$ cat src/rtl/rng_arbiter.sv
// rng_arbiter: round-robin arbiter that hands out values from a shared
// 16-bit Fibonacci LFSR to N_REQ requesters, one grant at a time.
// The LFSR steps only when the granted requester acknowledges consumption.
// Optional build macro RNG_RESEED_EN enables run-time seed loading, including
// deferred seeds captured during GRANT. Without it, seed_we and seed_data
// are ignored.
//
// state | meaning
// ------+-------------------------------------------------------------
// IDLE  | no grant; arbitrate round-robin from ptr when any req is high
// GRANT | one-hot grant to latched winner; rnd_data held stable
module rng_arbiter #(
   parameter int N_REQ  = 4,
   parameter int LFSR_W = 16
) (
   input  logic              clk,
   input  logic              rst,
   input  logic [N_REQ-1:0]  req,
   input  logic [N_REQ-1:0]  ack,
   output logic [N_REQ-1:0]  grant,
   output logic              rnd_valid,
   output logic [LFSR_W-1:0] rnd_data,
   input  logic              seed_we,
   input  logic [LFSR_W-1:0] seed_data
);

   localparam int PTR_W = (N_REQ > 1) ? $clog2(N_REQ) : 1;

   typedef enum logic {IDLE, GRANT} state_t;

   state_t           state;
   logic [LFSR_W-1:0] lfsr;
   logic [PTR_W-1:0] ptr;
   logic [PTR_W-1:0] winner;
   // Set on the first edge after reset; holds off arbitration one cycle so
   // the first grant lands no earlier than the second edge.
   logic             ready;

   logic             found;
   logic [PTR_W-1:0] win_nxt;
   logic [N_REQ-1:0] win_onehot;
   logic [PTR_W-1:0] ptr_inc;
   logic             ack_win;
   logic             req_win;
   int               idx;

`ifdef RNG_RESEED_EN
   logic              seed_pending;
   logic [LFSR_W-1:0] seed_pend_val;
`else
   wire unused_seed = ^{seed_we, seed_data};
`endif

   function automatic logic [LFSR_W-1:0] lfsr_step(input logic [LFSR_W-1:0] v);
      return {v[14:0], v[15] ^ v[13] ^ v[12] ^ v[10]};
   endfunction

   // All-zero is the LFSR lock-up state; substitute 1 on any load.
   function automatic logic [LFSR_W-1:0] nonzero(input logic [LFSR_W-1:0] v);
      return (v == '0) ? LFSR_W'(1) : v;
   endfunction

   // Round-robin search starting at ptr, wrapping at N_REQ.
   always_comb begin
      found      = 1'b0;
      win_nxt    = '0;
      win_onehot = '0;
      idx        = 0;
      for (int i = 0; i < N_REQ; i++) begin
         idx = int'(ptr) + i;
         if (idx >= N_REQ) idx = idx - N_REQ;
         if (!found && req[idx]) begin
            found   = 1'b1;
            win_nxt = PTR_W'(idx);
         end
      end
      win_onehot[win_nxt] = 1'b1;
   end

   // Winner-relative strobes; ack bits of other requesters never reach here.
   always_comb begin
      ack_win = ack[winner];
      req_win = req[winner];
      ptr_inc = (winner == PTR_W'(N_REQ - 1)) ? '0 : winner + PTR_W'(1);
   end

   assign rnd_data = lfsr;

   // Arbiter FSM with registered grant/rnd_valid and the LFSR/seed state.
   always_ff @(posedge clk or posedge rst) begin
      if (rst) begin
         state     <= IDLE;
         lfsr      <= LFSR_W'(1);
         ptr       <= '0;
         winner    <= '0;
         grant     <= '0;
         rnd_valid <= 1'b0;
         ready     <= 1'b0;
`ifdef RNG_RESEED_EN
         seed_pending  <= 1'b0;
         seed_pend_val <= '0;
`endif
      end else begin
         ready <= 1'b1;
         case (state)
            IDLE: begin
`ifdef RNG_RESEED_EN
               if (seed_we) lfsr <= nonzero(seed_data);
`endif
               if (ready && found) begin
                  winner    <= win_nxt;
                  grant     <= win_onehot;
                  rnd_valid <= 1'b1;
                  state     <= GRANT;
               end
            end
            GRANT: begin
               // Ack wins over a simultaneous req drop; req drop alone aborts.
               if (ack_win || !req_win) begin
                  state     <= IDLE;
                  grant     <= '0;
                  rnd_valid <= 1'b0;
                  if (ack_win) begin
                     lfsr <= lfsr_step(lfsr);
                     ptr  <= ptr_inc;
                  end
`ifdef RNG_RESEED_EN
                  // A seed arriving on the exit edge is the newest one.
                  if (seed_we)
                     lfsr <= nonzero(seed_data);
                  else if (seed_pending)
                     lfsr <= nonzero(seed_pend_val);
                  seed_pending <= 1'b0;
`endif
               end else begin
`ifdef RNG_RESEED_EN
                  if (seed_we) begin
                     seed_pend_val <= seed_data;
                     seed_pending  <= 1'b1;
                  end
`endif
               end
            end
            default: state <= IDLE;
         endcase
      end
   end

endmodule
$ cat config.mk
export PLATFORM = sky130hd
export DESIGN_NAME = rng_arbiter
export DESIGN_NICKNAME = d
export VERILOG_FILES = /design/src/rtl/rng_arbiter.sv
export SDC_FILE = /design/constraint.sdc
export NUM_CORES = 1
export LEC_CHECK = 0
export BUFFER_PORTS_ARGS = -buffer_cell sky130_fd_sc_hd__buf_4
export CAP_MARGIN = 20
export CORE_ASPECT_RATIO = 1.1
export CORE_UTILIZATION = 40
export CTS_CLUSTER_DIAMETER = 40
export DETAILED_ROUTE_END_ITERATION = 8
export HOLD_SLACK_MARGIN = 0.06
export PLACE_DENSITY = 0.67
export SLEW_MARGIN = 25
export SYNTH_ARGS = -nofsm -noshare
export SYNTH_HDL_FRONTEND = slang
export SYNTH_SLANG_ARGS = --single-unit
export TNS_END_PERCENT = 20
$ cat constraint.sdc
create_clock -name clk -period 2.37 [get_ports clk]
set_clock_uncertainty 0.15 [all_clocks]
set_input_delay 0.3555 -clock clk [delete_from_list [all_inputs] [get_ports clk]]
set_output_delay 0.3555 -clock clk [all_outputs]
set_load 0.02 [all_outputs]
==> impl_metrics.csv, run 1 <==
group,metric,value,unit
outcome,outcome,"finished clean",
worst_setup_path,crit_path_max_incr_delay,490,ps
hold_path,min_from,"req[2]",
synthesis,synth_enable_flop_cells,0,
detailed_routing,num_vias,853,
worst_setup_path,timing.critical_path.from_type,"flip-flop",
clock_tree,tritoncts.num_buffers,3,
worst_setup_path,critPathArrivalTime,2050,ps
global_routing,grt_pass1_vias,885,
clock_tree,number_of_buffers_on_the_longest_clock_path,2,
timing,final_setup_slack_of_the_worst_path,367,ps
worst_setup_path,worst_r2r_endpoint,"rnd_data[15]",
global_routing,global_route.usage.met1,17.6,%
pwr,vdd.ir_drop.worst,0.745,mV
pwr,powerDensity,1390,mW/mm²
die,core.rowCount,20,
global_routing,grt_busiest_layer,"met2",
placed_design,routability_congestion,0.686,
synthesis,sequential_element_share_of_the_synthesized_area,53.8,%
cells_and_area,area_growth_syn_to_layout,24.2,%
hold_path,holdCritPathClass,"input port to flip-flop",
timing,timing.final.max_slew_violations,0,
worst_setup_path,ff2ff_setup_slack,370,ps
detailed_routing,vias_per_cell,5.36,
cells_and_area,final_cell_count_no_fill,159,
timing,setup_viol,0,
die,floorplan.die_area,0.00338,mm²
clock_tree,tritoncts_num_sinks,27,
global_routing,gr_usage_total,14.4,%
hold_path,worst_hold_path.num_cells,3,
synthesis,yosysWarningCount,0,
synthesis,synth.top_cells.by_count,"sky130_fd_sc_hd__dfrtp_1, sky130_fd_sc_hd__mux2_1, sky130_fd_sc_hd__a32o_1, sky130_fd_sc_hd__mux2i_1",
cells_and_area,design.final.nets,155,
global_routing,grt_remaining_overflow,0,
worst_setup_path,ff2ff_path_depth,4,
cells_and_area,inserted_diodes,0,
pwr,power.leakage,0.742,nW
clock_tree,cts-htree-levels,1,
global_routing,antenna_found_initial,0,
detailed_routing,drt_first_pass_iters,4,
clock_tree,cts.reportedPaths.clkPinSlew,130,ps
timing,rsz0062_at_grt,"false",
timing,final_hold_fails,0,
timing,finalSetupTns,0,ps
worst_setup_path,worst_setup_path_end_kind,"flip-flop",
synthesis,synth.avg_cell_area,13.8,µm²
cells_and_area,fillers,248,
worst_setup_path,timing.rr.start,"winner[1]",
hold_path,worstHoldEndpoint,"state",
detailed_routing,drt_wl_total,2170,µm
global_routing,met2_usage,27.2,%
timing,max_slew.worst_pin.slew,614,ps
die,core,0.00288,mm²
timing,finalWorstPathRequiredPeriod,2000,ps
global_routing,first_pass_grt_wire_length,3890,µm
die,initial_utilization,43.7,%
detailed_routing,drc_errors,0,
cells_and_area,multi_input_gate_area,556,µm²
synthesis,post_synth_main_area_contributors,"sky130_fd_sc_hd__dfrtp_1, sky130_fd_sc_hd__mux2_1, sky130_fd_sc_hd__a32o_1",
worst_setup_path,timing.setup.critical_path_class,"flip-flop to flip-flop",
placed_design,detailedPlacementHpwl,1720,µm
synthesis,postSynth.topFlopCell,"sky130_fd_sc_hd__dfrtp_1",
clock_tree,worst_skew_pair.late_latency,310,ps
placed_design,pre_cts_ws,369,ps
detailed_routing,drt_first_iter_violations,19,
die,die-width,55.5,µm
synthesis,synth_largest_type_area_fraction,51.7,%
placed_design,place.port_buffers,30,
synthesis,syn_nets,119,
die,die_height,60.8,µm
worst_setup_path,critical_path_required,2420,ps
detailed_routing,detail_route.wl_per_cell,13.6,µm
die,num_io_pins,48,
clock_tree,cts_repair_resize_count,0,
clock_tree,clock_tree.root_cell,"sky130_fd_sc_hd__clkbuf_4",
worst_setup_path,max_fo_critical_path,12,
timing,fmax,499,MHz
synthesis,synthCells,91,
worst_setup_path,slowest_stage,"sky130_fd_sc_hd__dfrtp_1",
clock_tree,cts_tree,"done",
synthesis,most_repeated_cell_in_the_gate_level_netlist_after_synthesis,"sky130_fd_sc_hd__dfrtp_1",
detailed_routing,postRouteAntennaNets,0,
cells_and_area,drive_gt1_share,35.7,%
timing,timing.max_slew.rel_slack,59.0,%
synthesis,synth_top_area_cell,"sky130_fd_sc_hd__dfrtp_1",
timing,period_share,84.5,%
cells_and_area,sequential_cell_area,677,µm²
global_routing,met3_usage,1.49,%
clock_tree,post_cts_setup_repair_bufs,0,
worst_setup_path,timing.critical_path.cells,"nand2b_1 -> o22ai_4 -> buf_4 -> mux2_1",
synthesis,synth_area,0.00126,mm²
global_routing,grt_start_max_net_pins,18,
job,drv_cap,0,
synthesis,synth_async_sr_flop_share,100,%
placed_design,placed_cells_incl_taps,154,
synthesis,synth_seq_cells,27,
synthesis,synth.lib_cells_used.distinct,31,
[state kept, by name (all words and copies together), names as in the netlist]
signal	count
grant	4
winner	2
rnd_valid	1
rnd_data	16
ptr	2
state	1
ready	1
[routing by layer]
| metal | vias to the layer above | wire (µm) |
|---|---|---|
| met2 | 20 | 1190 |
| met4 | 0 | 0 |
| met1 | 425 | 898 |
| met3 | 0 | 77 |
| met5 | - | 0 |
| li1 | 408 | - |
[worst max-delay path by stage]
stage | from | endpoint | slack (ps) | cells after the start
after floorplan | winner[1] | rnd_data[11] | 720 | 4
after global placement | winner[1] | rnd_data[4] | 430 | 4
after detailed placement | winner[1] | rnd_data[15] | 370 | 4
after CTS | winner[1] | rnd_data[15] | 350 | 4
after global routing | winner[1] | rnd_data[4] | 290 | 4
final | winner[1] | rnd_data[15] | 370 | 4
[timing repair]
action,CTS,global route
hold buffers,1,0
hold endpoints to repair,15,0
endpoints found under the setup margin,0,0
[power breakdown]
part,switching (W),internal (W)
logic,0.000563,0.000553
registers,0.000191,0.000674
clock network,0.000124,0.0000630
[cell type report]
type / count / share of cell area, %
multi-input cells: 59 / 35.5
clock inverters: 1 / 0.320
inverters: 3 / 0.721
flip-flops and latches: 27 / 43.3
well taps: 33 / 2.64
clock buffers: 3 / 1.44
repair buffers: 33 / 16.0
[cells by family after synthesis]
kind of cell	after synthesis	share of synthesized area [%]
multiplexers	22	19.3
adder cells (fa/ha/maj)	1	0.994
flip-flops	27	53.8
XOR/XNOR	3	2.09
AO/OA/AOI/OAI	19	14.9
AND/OR/NAND/NOR	13	6.56
other	1	0.298
buffers and inverters	5	2.09
[critical path, delay by kind of cell, from the launching register on]
family / cells / cell delay [ps]
and+or+nand+nor: 1 / 220
AOI/OAI and AO/OA: 1 / 390
muxes: 1 / 350
buffers and inverters: 1 / 280
DFF: 1 / 490
[placed cells by master, fill, tap and decap left out, types with 2 or more instances in the layout]
cell type	n
sky130_fd_sc_hd__dfrtp_1	26
sky130_fd_sc_hd__mux2_1	16
sky130_fd_sc_hd__buf_4	32
sky130_fd_sc_hd__clkbuf_4	3
sky130_fd_sc_hd__inv_1	3
sky130_fd_sc_hd__mux2i_1	4
sky130_fd_sc_hd__mux2_2	2
sky130_fd_sc_hd__nand2_1	3
sky130_fd_sc_hd__o21a_1	2
sky130_fd_sc_hd__nor2_1	2
sky130_fd_sc_hd__a32o_1	4
sky130_fd_sc_hd__a21oi_1	3
sky130_fd_sc_hd__nand2b_1	3
sky130_fd_sc_hd__xnor2_1	3
[through the flow]
| stage | util (%) | instance area [µm²] | total power, W | hold slack [ps] |
|---|---|---|---|---|
| after detailed placement | 53.0 | 1530 | 0.00201 | 317 |
| after floorplan | - | 1260 | 0.00162 | 257 |
| final | 54.3 | 1560 | 0.00217 | 303 |
| after CTS | 54.3 | 1560 | 0.00220 | 292 |
| after global routing | 54.3 | 1560 | 0.00234 | 350 |
| after global placement | 53.0 | 1530 | 0.00197 | 313 |
(Power assumes the default switching activity.)
==> inputs of run 2 (changes only) <==
--- a/config.mk
+++ b/config.mk
@@ -12,7 +12,7 @@
 export CTS_CLUSTER_DIAMETER = 40
 export DETAILED_ROUTE_END_ITERATION = 8
 export HOLD_SLACK_MARGIN = 0.06
-export PLACE_DENSITY = 0.67
+export PLACE_DENSITY = 0.7
 export SLEW_MARGIN = 25
 export SYNTH_ARGS = -nofsm -noshare
 export SYNTH_HDL_FRONTEND = slang
==> constraint.sdc (replaced) <==
create_clock -name clk -period 1.8 [get_ports clk]
set_clock_uncertainty 0.15 [all_clocks]
set_input_delay 0.27 -clock clk [delete_from_list [all_inputs] [get_ports clk]]
set_output_delay 0.27 -clock clk [all_outputs]
set_load 0.02 [all_outputs]
==> run 2 against run 1 <==
Net effect: power grew 37%; final area grew 3.0%; via count is 3.4% higher; clock-buffer cell count up 1; cell count increased by 1.9%; sequential share of layout area is 1.2 points lower; sequential power is 31% higher; non-clock buffer count increased by 3; global-route usage up 1.1 points.
==> impl_metrics.csv, run 2 (synthesized netlist as in run 1, its figures left out) <==
group,metric,value,unit
worst_setup_path,crit_path_max_incr_delay,460,ps
cells_and_area,layout.cells.most_common,"sky130_fd_sc_hd__buf_4",
worst_setup_path,critPathArrivalTime,1840,ps
worst_setup_path,timing.critical_path.cells,"buf_4 -> mux2i_1 -> and3_1 -> nor4_4 -> a32o_1",
global_routing,grt_pass1_vias,934,
worst_setup_path,timing.setup.critical_path_class,"flip-flop to flip-flop",
clock_tree,post_cts_setup_repair_bufs,0,
timing,setup_viol,0,
cells_and_area,drive_gt1_share,38.8,%
detailed_routing,detail_route.wl_per_cell,14.2,µm
worst_setup_path,max_fo_critical_path,5,
cells_and_area,area_growth_syn_to_layout,27.8,%
global_routing,first_pass_grt_wire_length,3990,µm
pwr,power.leakage,0.757,nW
clock_tree,cts_tree,"done",
worst_setup_path,critical_path_required,1910,ps
clock_tree,tritoncts.num_buffers,3,
clock_tree,number_of_buffers_on_the_longest_clock_path,2,
timing,period_share,95.7,%
clock_tree,cts.reportedPaths.clkPinSlew,140,ps
timing,final_setup_slack_of_the_worst_path,77.3,ps
timing,timing.max_slew.rel_slack,62.7,%
die,core.rowCount,20,
cells_and_area,design.final.nets,158,
clock_tree,cts-htree-levels,1,
cells_and_area,largest_reg_flops,16,
global_routing,grt_start_max_net_pins,28,
job,drv_cap,0,
die,initial_utilization,43.7,%
timing,max_slew.worst_pin.slew,558,ps
timing,finalWorstPathRequiredPeriod,1720,ps
worst_setup_path,worst_setup_path_end_kind,"flip-flop",
die,floorplan.die_area,0.00338,mm²
placed_design,routability_congestion,0.769,
detailed_routing,drt_wl_total,2300,µm
detailed_routing,postRouteAntennaNets,0,
clock_tree,worst_skew_pair.late_latency,310,ps
worst_setup_path,critical_path.top_delay_family,"simple AND/OR/NAND/NOR gates",
placed_design,place.port_buffers,30,
hold_path,holdCritPathClass,"input port to flip-flop",
die,num_io_pins,48,
detailed_routing,drt_first_iter_violations,14,
timing,hold_slack,214,ps
clock_tree,tritoncts_num_sinks,27,
timing,fmax,580,MHz
detailed_routing,topRoutingLayerUsed,"met4",
die,die-width,55.5,µm
detailed_routing,vias_per_cell,5.44,
cells_and_area,inserted_diodes,0,
die,core,0.00288,mm²
detailed_routing,num_vias,882,
timing,rsz0062_at_grt,"true",
global_routing,gr_usage_total,15.5,%
placed_design,detailedPlacementHpwl,1740,µm
detailed_routing,met1_length,982,µm
detailed_routing,drc_errors,0,
outcome,outcome,"finished clean",
pwr,vdd.ir_drop.worst,0.991,mV
global_routing,grt_remaining_overflow,0,
worst_setup_path,timing.critical_path.from_type,"flip-flop",
timing,final_hold_fails,0,
cells_and_area,layout.cells.most_common_list,"sky130_fd_sc_hd__buf_4, sky130_fd_sc_hd__dfrtp_1, sky130_fd_sc_hd__mux2_1, sky130_fd_sc_hd__a32o_1",
detailed_routing,wl_met2,1240,µm
die,die_height,60.8,µm
pwr,powerDensity,1850,mW/mm²
timing,timing.final.max_slew_violations,0,
clock_tree,clock_tree.root_cell,"sky130_fd_sc_hd__clkbuf_4",
pwr,total_power,0.00297,W
global_routing,antenna_found_initial,0,
detailed_routing,drt_first_pass_iters,2,
worst_setup_path,critPathBufInv,1,
placed_design,pre_cts_ws,54.8,ps
detailed_routing,wl_met3,71,µm
worst_setup_path,slowest_stage,"sky130_fd_sc_hd__dfrtp_1",
[run 2: stage by stage]
step / instance area, µm² / setup TNS, ps / util [%] / cells
final: 1610 / 0 / 55.9 / 162
after global routing: 1610 / -10.9 / 55.9 / 162
after CTS: 1600 / 0 / 55.5 / 162
after detailed placement: 1560 / 0 / 54.2 / 157
after global placement: 1560 / 0 / 54.2 / 157
after floorplan: 1260 / 0 / - / 91
[run 2: area by class of cell]
type                    instances  area [µm²]
clock buffers                   4        26.3
flip-flops and latches         27         677
fillers                       240        1270
well taps                      33        41.3
multi-input cells              59         568
inverters                       3        11.3
repair buffers                 36         285
[run 2: power breakdown]
| group | total [W] | internal (W) | leakage, nW | switching, W |
|---|---|---|---|---|
| combinational | 0.00159 | 0.000806 | 0.402 | 0.000785 |
| sequential | 0.00113 | 0.000888 | 0.340 | 0.000237 |
| clock | 0.000252 | 0.0000866 | 0.0150 | 0.000166 |
| total | 0.00297 | 0.00178 | 0.757 | 0.00119 |
[run 2: per-layer routing]
| layer | vias up | track usage, % |
|---|---|---|
| met1 | 448 | 17.3 |
| met3 | 2 | 2.56 |
| met5 | - | 0 |
| li1 | 413 | - |
| met4 | 0 | 7.50 |
| met2 | 19 | 29.3 |
[run 2: worst paths after layout]
check,startpoint,to,slack (ps),cells past startpoint
hold / removal,req[2],state,210,3
setup / recovery,winner[1],grant[0],80,5
max in group asynchronous,rst,rnd_data[0],790,4
setup reg to reg,winner[1],grant[0],80,5
min in group asynchronous,rst,grant[2],390,4
hold reg to reg,rnd_valid,rnd_valid,370,1
[run 2: worst min-delay path: stages]
cell and delay [ps]:
sky130_fd_sc_hd__buf_4 130, sky130_fd_sc_hd__o41ai_4 70, sky130_fd_sc_hd__a21boi_0 160
[run 2: repair_timing]
| action | CTS | global route |
|---|---|---|
| endpoints found under the setup margin | 0 | 5 |
| hold buffers | 1 | 0 |
| gates resized for setup | 0 | 3 |
| hold endpoints to repair | 26 | 0 |
==> inputs of run 3 (changes only) <==
--- a/config.mk
+++ b/config.mk
@@ -5,6 +5,7 @@
 export SDC_FILE = /design/constraint.sdc
 export NUM_CORES = 1
 export LEC_CHECK = 0
+export ABC_AREA = 1
 export BUFFER_PORTS_ARGS = -buffer_cell sky130_fd_sc_hd__buf_4
 export CAP_MARGIN = 20
 export CORE_ASPECT_RATIO = 1.1
@@ -12,7 +13,7 @@
 export CTS_CLUSTER_DIAMETER = 40
 export DETAILED_ROUTE_END_ITERATION = 8
 export HOLD_SLACK_MARGIN = 0.06
-export PLACE_DENSITY = 0.7
+export PLACE_DENSITY = 0.68
 export SLEW_MARGIN = 25
 export SYNTH_ARGS = -nofsm -noshare
 export SYNTH_HDL_FRONTEND = slang
==> run 3 against run 2 <==
Net effect: via count up 47%; non-clock buffer count up 5; cell count up 73%; clock power about the same; routed wire length up 24%; register-to-register slack better by 70 ps; worst setup slack better by 66 ps.
==> impl_metrics.csv, run 3 <==
group,metric,value,unit
detailed_routing,detail_route.wl_per_cell,10.2,µm
synthesis,syn_nets,221,
detailed_routing,drt_first_iter_violations,48,
synthesis,synth.top_cells.by_count,"sky130_fd_sc_hd__nand2_1, sky130_fd_sc_hd__dfrtp_1, sky130_fd_sc_hd__inv_1",
worst_setup_path,critical_path_required,1920,ps
die,floorplan.die_area,0.00383,mm²
synthesis,synth.avg_cell_area,7.44,µm²
cells_and_area,area_growth_syn_to_layout,29.0,%
hold_path,holdCritPathClass,"input port to flip-flop",
die,die-width,59.1,µm
cells_and_area,inserted_diodes,0,
timing,setup_viol,0,
clock_tree,cts.reportedPaths.clkPinSlew,140,ps
cells_and_area,finalCoreUtilization,54.7,%
placed_design,routability_congestion,0.839,
die,initial_utilization,42.4,%
worst_setup_path,critPathArrivalTime,1780,ps
cells_and_area,design.final.nets,262,
synthesis,synth_area,0.00144,mm²
cells_and_area,largest_reg_flops,16,
global_routing,grt_pass1_vias,1153,
worst_setup_path,timing.setup.critical_path_class,"flip-flop to flip-flop",
clock_tree,clock_tree.root_cell,"sky130_fd_sc_hd__clkbuf_4",
placed_design,placed_cells_incl_taps,276,
timing,rsz0062_at_grt,"true",
cells_and_area,layout.cells.most_common,"sky130_fd_sc_hd__nand2_1",
die,core,0.00339,mm²
detailed_routing,vias_per_cell,4.62,
synthesis,synth_enable_flop_cells,0,
timing,fmax,604,MHz
die,die_height,64.8,µm
detailed_routing,drt_first_pass_iters,4,
pwr,total_power,0.00331,W
worst_setup_path,timing.rr.start,"ptr[0]",
worst_setup_path,timing.critical_path.from_type,"flip-flop",
clock_tree,cts_tree,"done",
detailed_routing,drt_wl_total,2860,µm
timing,period_share,92.0,%
synthesis,synth.lib_cells_used.distinct,22,
synthesis,yosysWarningCount,0,
worst_setup_path,max_fo_critical_path,4,
global_routing,grt_remaining_overflow,0,
global_routing,gr_usage_total,16.9,%
timing,finalSetupTns,0,ps
cells_and_area,final_cell_count_no_fill,281,
clock_tree,tritoncts.num_buffers,3,
placed_design,place.port_buffers,30,
global_routing,first_pass_grt_wire_length,4970,µm
pwr,vdd.ir_drop.worst,0.993,mV
synthesis,sequential_element_share_of_the_synthesized_area,47.2,%
clock_tree,worst_skew_pair.late_latency,320,ps
cells_and_area,layout.cells.most_common_list,"sky130_fd_sc_hd__nand2_1, sky130_fd_sc_hd__buf_4, sky130_fd_sc_hd__dfrtp_1, sky130_fd_sc_hd__inv_1, sky130_fd_sc_hd__nand3_1",
job,drv_cap,0,
outcome,outcome,"finished clean",
clock_tree,tritoncts_num_sinks,27,
synthesis,postSynth.topFlopCell,"sky130_fd_sc_hd__dfrtp_1",
worst_setup_path,ff2ff_path_depth,12,
hold_path,min_from,"req[3]",
placed_design,detailedPlacementHpwl,2170,µm
global_routing,grt_start_max_net_pins,28,
placed_design,pre_cts_ws,124,ps
global_routing,antenna_found_initial,0,
synthesis,synth_seq_cells,27,
synthesis,synth_async_sr_flop_share,100,%
worst_setup_path,ff2ff_setup_slack,140,ps
hold_path,worst_hold_path.num_cells,5,
clock_tree,cts-htree-levels,1,
cells_and_area,drive_gt1_share,27.0,%
pwr,power.leakage,1.01,nW
synthesis,synthCells,193,
worst_setup_path,worst_setup_path_end_kind,"flip-flop",
timing,final_setup_slack_of_the_worst_path,143,ps
timing,final_hold_fails,0,
synthesis,most_repeated_cell_in_the_gate_level_netlist_after_synthesis,"sky130_fd_sc_hd__nand2_1",
detailed_routing,drc_errors,0,
clock_tree,number_of_buffers_on_the_longest_clock_path,2,
worst_setup_path,worst_r2r_endpoint,"grant[3]",
synthesis,synth_largest_type_area_fraction,45.3,%
synthesis,post_synth_main_area_contributors,"sky130_fd_sc_hd__dfrtp_1, sky130_fd_sc_hd__nand2_1, sky130_fd_sc_hd__nand3_1",
clock_tree,post_cts_setup_repair_bufs,0,
hold_path,worstHoldEndpoint,"state",
timing,timing.final.max_slew_violations,0,
detailed_routing,num_vias,1297,
detailed_routing,postRouteAntennaNets,0,
timing,finalWorstPathRequiredPeriod,1660,ps
pwr,powerDensity,1790,mW/mm²
die,core.rowCount,22,
die,num_io_pins,48,
synthesis,synth_top_area_cell,"sky130_fd_sc_hd__dfrtp_1",
## run 3: how the worst max path moves through the flow
| stage | from | to | depth (start not counted) |
|---|---|---|---|
| floorplan | ptr[0] | grant[0] | 11 |
| global placement | ptr[0] | grant[0] | 10 |
| detailed placement | ptr[0] | grant[1] | 12 |
| finish | ptr[0] | grant[3] | 12 |
| global route | ptr[0] | grant[1] | 12 |
| CTS | ptr[0] | grant[0] | 10 |
## run 3: power breakdown
group,internal (W),switching [W],leakage [nW]
Sequential,0.000843,0.000202,0.348
Clock,0.0000833,0.000172,0.0177
Combinational,0.000823,0.00119,0.640
## run 3: cell type report
| cell class | count | area [µm²] |
|---|---|---|
| clock buffers | 3 | 22.5 |
| multi-input cells | 139 | 666 |
| flip-flops and latches | 27 | 678 |
| inverters | 22 | 85.1 |
| clock inverters | 1 | 5.00 |
| repair buffers | 41 | 335 |
| fillers | 327 | 1530 |
| well taps | 48 | 60.1 |
## run 3: cell families after synthesis
family          Yosys count  share of synthesized area (%)
flops                    27                           47.2
buf+inv                  27                           8.37
xor+xnor                  3                           1.83
compound gates           23                           8.37
fa+ha+maj                 1                          0.872
simple gates            111                           33.1
other cells               1                          0.261
## run 3: per-stage QoR
step	cell area (µm²)	hold WS [ps]
final	1850	224
after global routing	1850	299
after CTS	1820	223
after detailed placement	1780	200
after global placement	1780	203
after floorplan	1440	172
## run 3: what timing repair did
| action | CTS | global route |
|---|---|---|
| setup endpoints to repair | 0 | 10 |
| hold buffers | 1 | 0 |
| gates resized for setup | 0 | 10 |
| endpoints found under the hold margin | 26 | 0 |
## run 3: metal layers
layer,wire length [µm],global-route usage [%]
met4,38,5.36
met3,92,1.40
met2,1360,26.6
met1,1370,24.4
met5,0,0
## run 3: critical path, cell delays in order (launching register included)
cell and delay (ps):
sky130_fd_sc_hd__dfrtp_2 470, sky130_fd_sc_hd__buf_4 150, sky130_fd_sc_hd__nand2_1 70, sky130_fd_sc_hd__nand2_2 90, sky130_fd_sc_hd__nand2_1 90, sky130_fd_sc_hd__nand2_2 70, sky130_fd_sc_hd__nand2_1 80, sky130_fd_sc_hd__nand2_1 50
sky130_fd_sc_hd__nand2_1 60, sky130_fd_sc_hd__nand2_2 80, sky130_fd_sc_hd__nor2_2 130, sky130_fd_sc_hd__nand2_1 60, sky130_fd_sc_hd__nand2_1 60
